===== config.mk =====
export PLATFORM = sky130hd
export DESIGN_NAME = gpio_input_irq
export DESIGN_NICKNAME = d
export VERILOG_FILES = /design/src/rtl/gpio_input_irq.sv
export SDC_FILE = /design/constraint.sdc
export NUM_CORES = 1
export LEC_CHECK = 0
export CORE_MARGIN = 3
export CORE_UTILIZATION = 37
export CTS_BUF_LIST = sky130_fd_sc_hd__clkbuf_16
export DETAILED_ROUTE_END_ITERATION = 8
export PLACE_DENSITY = 0.8
export SYNTH_ARGS = -nofsm -noshare
export SYNTH_HDL_FRONTEND = slang
export SYNTH_SLANG_ARGS = --single-unit

===== constraint.sdc =====
create_clock -name CLK -period 1.7 [get_ports CLK]
set_input_delay 0.34 -clock CLK [delete_from_list [all_inputs] [get_ports CLK]]
set_output_delay 0.34 -clock CLK [all_outputs]
set_load 0.02 [all_outputs]

===== src/rtl/gpio_input_irq.sv =====
// Input half of the GPIO block: synchronizes pad levels, detects per-pin edge/level events,
// keeps sticky write-1-to-clear status and drives the per-pin and aggregated interrupts.
module gpio_input_irq #(
    parameter int NUM_PINS    = 8,
    parameter int SYNC_STAGES = 2
) (
    input  logic                CLK,
    input  logic                nRST,
    input  logic [NUM_PINS-1:0] pin_in,
    input  logic [NUM_PINS-1:0] int_en,
    input  logic [NUM_PINS-1:0] int_type,
    input  logic [NUM_PINS-1:0] int_pol,
    input  logic [NUM_PINS-1:0] int_both,
    input  logic                clr_wen,
    input  logic [NUM_PINS-1:0] clr_mask,
    output logic [NUM_PINS-1:0] r_data,
    output logic [NUM_PINS-1:0] status,
    output logic [NUM_PINS-1:0] interrupt,
    output logic                irq
);

    localparam logic [2:0] WARM_END = 3'(SYNC_STAGES + 1);

    logic [NUM_PINS-1:0] sync_q [SYNC_STAGES];
    logic [NUM_PINS-1:0] sync_d [SYNC_STAGES];
    logic [NUM_PINS-1:0] prev_q, prev_d;
    logic [NUM_PINS-1:0] status_q, status_d;
    logic [2:0]          warm_q, warm_d;

    logic [NUM_PINS-1:0] s;
    logic [NUM_PINS-1:0] rise, fall;
    logic [NUM_PINS-1:0] edge_evt, level_evt, evt;
    logic [NUM_PINS-1:0] clr_bits;
    logic [NUM_PINS-1:0] int_vec;
    logic                warm_done;

    always_comb begin
        sync_d[0] = pin_in;
        for (int i = 1; i < SYNC_STAGES; i++) begin
            sync_d[i] = sync_q[i-1];
        end
    end

    assign s      = sync_q[SYNC_STAGES-1];
    assign prev_d = s;
    assign rise   = s & ~prev_q;
    assign fall   = ~s & prev_q;

    // Events stay masked until the synchronizer and prev have both been filled with real pin data.
    assign warm_done = (warm_q == WARM_END);
    assign warm_d    = warm_done ? warm_q : warm_q + 3'd1;

    always_comb begin
        edge_evt  = (int_both & (rise | fall)) |
                    (~int_both & ((int_pol & rise) | (~int_pol & fall)));
        level_evt = (int_pol & s) | (~int_pol & ~s);
        evt       = '0;
        if (warm_done) begin
            evt = (int_type & edge_evt) | (~int_type & level_evt);
        end
    end

    // A new event on a bit overrides a simultaneous clear of that bit.
    always_comb begin
        clr_bits = clr_wen ? clr_mask : '0;
        status_d = (evt & int_en) | (status_q & ~clr_bits);
    end

    always_ff @(posedge CLK or negedge nRST) begin
        if (!nRST) begin
            for (int i = 0; i < SYNC_STAGES; i++) begin
                sync_q[i] <= '0;
            end
            prev_q   <= '0;
            status_q <= '0;
            warm_q   <= '0;
        end else begin
            sync_q   <= sync_d;
            prev_q   <= prev_d;
            status_q <= status_d;
            warm_q   <= warm_d;
        end
    end

    assign int_vec   = status_q & int_en;
    assign r_data    = s;
    assign status    = status_q;
    assign interrupt = int_vec;
    assign irq       = |int_vec;

endmodule


# --- Word level (Yosys, flattened, before mapping) ---
# Cells that the tools add are included.
word_totals:
  output_inout_bits: 25
  word_cells: 35
  latch_bits: 0
  ram_bits: 0
  in_bits: 51
  n_memories: 0
  ff_bits: 35
  rom_bits: 0
op_classes:
  n_mux: 2
  n_div: 0
  magnitude_cmp: 0
  multipliers: 0
  bitwise_logic: 25
  eq_ne: 1
  n_addsub: 1
  n_reduce_logical: 1
  shifts: 0
op_table:
  columns: ["operator", "count"]
  rows:
  - ["8-bit AND", 13]
  - ["8-bit NOT", 6]
  - ["8-bit bitwise OR", 6]
  - ["8-bit two-way mux", 2]
  - ["8-bit OR reduction", 1]
  - ["3-bit by 1-bit adder with 3-bit output (second input constant)", 1]
  - ["3-bit by 2-bit == test with 1-bit output (second input constant)", 1]

# --- Longest topological paths before layout ---
depth:
  word_depth: 11
  ltp_mapped: 6

# --- Least setup slack after synthesis ---
# OpenSTA, ideal clock, no wires.
synth_path:
  kind: "register to output"
  start: "reg status_q[2] (netlist: status[2])"
  end: "out irq"
  required_time_ns: 1.360
  path_stages_with_launch: 4
  path_buffers: 0
  arrival_ns: 1.785
  setup_slack_ns: -0.425
  cell_sequence: "dfrtp_1 and2_1 or4_1 or4_1"
synth_via:
  elab_chain_len: 2
synth_rtl:
  columns: ["element", "line", "source"]
  rows:
  - ["start, declared", "27", "logic [NUM_PINS-1:0] status_q, status_d;"]
  - ["start signal, assigned", "80", "status_q <= status_d;"]
  - ["8-bit AND", "85", "assign int_vec = status_q & int_en;"]
  - ["via interrupt[2]", "18", "output logic [NUM_PINS-1:0] interrupt,"]
  - ["8-bit OR reduction", "89", "assign irq = |int_vec;"]
  - ["end, declared", "19", "output logic irq"]
# The timed path passes the listed nets, and every way through them passes these cells.

# --- Worst setup path after layout ---
layout_path:
  start: "reg status_q[5] (netlist: status[5])"
  end: "out irq"
layout_via:
  elab_chain_len: 2
layout_rtl:
  columns: ["element", "line"]
  rows:
  - ["8-bit AND", "85"]
  - ["8-bit OR reduction", "89"]
# Every way passes these cells.

==> flow_summary.json <==
{
  "run_status": "complete, but fails checks",
  "violations": "setup timing",
  "fin_ws_ps": -540,
  "tns_ps": -540,
  "startpoint": "status[5]",
  "drv_slew": 0,
  "initial_core_util": 0.388,
  "peakVddDrop_uv": 643,
  "max_stage_delay_ps": 530,
  "syn_area_per_cell_sq_um": 11.4,
  "yosys.area_share.simple": 0.115,
  "p_leak_nw": 1.37,
  "port-buffer-count": 75,
  "yosysWarnings": 0,
  "placed_area_sq_um": 2610,
  "wl_mm": 3.97,
  "ios": 76,
  "syn_nets": 219,
  "post_cts_buffers": 0,
  "worstReg2RegStart": "r_data[1]",
  "slowest_stage": "or4_4",
  "grt_max_degree": 21,
  "track_usage": 0.154,
  "rsz0062_at_grt": "yes",
  "vias": 1437,
  "grt_first_pass_wirelength_mm": 6.33,
  "fmax_mhz": 446,
  "rows": 24,
  "clockRootBuffer": "clkbuf_16",
  "firstDrtPassIters": 4,
  "layout_commonest_cell": "clkdlybuf4s50_1",
  "final_util": 0.628,
  "cts_buffers": 5,
  "slew_headroom": 0.751,
  "worst_hold_path.num_cells": 0,
  "power.total_w": 0.00239,
  "avgViaCountPerCell": 4.87,
  "end_kind": "output port",
  "fin_nets": 311,
  "synth_cell_types": 19,
  "hp-class": "flop to flop",
  "postRouteAntennaNets": 0,
  "skew_ps": 5.85,
  "clkLatencyLatePin_ps": 270,
  "crit_path_start_kind": "flop",
  "cts.sinks": 35,
  "syn_area_sq_um": 1710,
  "dp_slack_ps": -1090,
  "clkTransAtPathRegs_ps": 60,
  "drt_iter0_markers": 39,
  "synth_compound_area_frac": 0.149,
  "cts_tree": "yes",
  "tightest_slew_ps": 374,
  "synthAdderAreaFrac": 0.132,
  "grt_antenna_before_repair": 0,
  "power_density_nw_per_um2": 862,
  "drc_errors": 0,
  "crit_path_cell_trace": "and2_4, or4_4, or4_4, buf_6",
  "dieArea_sq_um": 5480,
  "worstPathMaxFanout": 2,
  "worstHoldStart": "sync_d[6]",
  "cts_max_level": 2,
  "synth_mux_area_frac": 0.00658,
  "cp.arrival_ps": 1900,
  "cap_viol_max_count": 0,
  "clk_path_buf_depth": 2,
  "r2r_cells": 5,
  "die_h_microns": 74.0,
  "grt_pass1_vias": 1446,
  "coreArea_sq_um": 4410,
  "layout-drive-gt1-share": 0.119,
  "overflow": 0,
  "final-setup-viol-count": 1,
  "rrSetupSlack_ps": 160,
  "period_minus_slack_ps": 2240,
  "crit_required_ps": 1360,
  "final_cell_mix": "clkdlybuf4s50_1, dfrtp_1, inv_1, ha_1, dlygate4sd2_1",
  "routabilityCongestion": 0.744,
  "avgRoutedWirePerCell_microns": 13.5,
  "ys_ff_latch": 35,
  "synthCells": 150,
  "synth_top_family_by_area": "compound AO/OA/AOI/OAI gates",
  "ys_seq_area_frac": 0.512,
  "crit_type": "flop to output port",
  "finalCritPeriodShare": 1.32,
  "syn_to_final_growth_pct": 62.0,
  "postLayoutCellArea_sq_um": 2770,
  "die_w_microns": 74.0,
  "path_common_cell": "or4_4",
  "hpwl_mm": 3.14,
  "hold_violations": 0,
  "yosys.area_share.xor_xnor": 0.0461,
  "n_antenna_cell": 0
}
[metrics by stage]
| stage | hold slack (ps) | instances |
|---|---|---|
| after floorplan | 44.4 | 150 |
| after global placement | 279 | 286 |
| after detailed placement | 286 | 286 |
| after CTS | 349 | 295 |
| after global routing | 358 | 295 |
| final | 347 | 295 |
[final timing paths]
| check | to |
|---|---|
| min reg2reg | r_data[6] |
| min in group asynchronous | sync_d[6] |
| max in group asynchronous | status[5] |
| max reg2reg | status[1] |
| max | irq |
| min | r_data[6] |
[logic make-up after synthesis]
kind of cell,after synthesis
AND/OR/NAND/NOR,36
flip-flops,35
AO/OA/AOI/OAI,33
buffers and inverters,18
adder cells (fa/ha/maj),18
XOR/XNOR,9
multiplexers,1
[critical path: cells and delay by family (launching register included)]
family	cells	cell delay, ps
buffers and inverters	1	140
DFF	1	390
and+or+nand+nor	3	1090
[cells in the mapped netlist]
cell | count | share of area
inv_1 | 17 | 0.037
and2_4 | 1 | 0.0051
clkbuf_1 | 1 | 0.0022
dfrtp_1 | 35 | 0.51
xor2_1 | 8 | 0.041
or4_1 | 2 | 0.0088
mux2_1 | 1 | 0.0066
a311o_1 | 8 | 0.047
nor3_1 | 8 | 0.023
and2_1 | 7 | 0.026
nor2b_1 | 8 | 0.029
a21oi_1 | 8 | 0.023
a211o_1 | 8 | 0.041
a21boi_0 | 8 | 0.035
ha_1 | 18 | 0.13
or2_2 | 1 | 0.0037
xnor2_1 | 1 | 0.0051
nand2_1 | 9 | 0.020
o21ai_0 | 1 | 0.0029
[what timing repair did]
item / 4_1_cts / 5_1_grt
endpoints found under the hold margin: 15 / 0
setup endpoints to repair: 9 / 11
hold buffers: 1 / 0
gates resized for setup: 19 / 9
[layout make-up]
type	instances	area, sq um
multi-input combinational	97	783
clock buffer	5	125
fill	375	1640
timing repair buffer	86	837
inverter	17	63.8
tap	52	65.1
sequential	35	878
clock inverter	3	20.0
[report_power, final]
group / internal (W) / switching (W) / leakage, nW / total (W)
logic: 0.000338 / 0.000249 / 0.899 / 0.000587
registers: 0.000898 / 0.0000376 / 0.401 / 0.000935
clock network: 0.000538 / 0.000328 / 0.0658 / 0.000867
total: 0.00177 / 0.000615 / 1.37 / 0.00239
[metal layers]
layer / vias up / part of all wire / GRT usage
met5: - / 0 / 0
met4: 0 / 0.010 / 0.0423
met3: 4 / 0.089 / 0.0581
met2: 51 / 0.51 / 0.268
met1: 682 / 0.40 / 0.177
li1: 700 / - / -
[sequential cells by signal, summed over array words and instances (netlist names)]
signal  flops
prev_q      8
r_data      8
sync_d      8
status      8
warm_q      3
No activity file was read; power rests on OpenSTA's default activity.
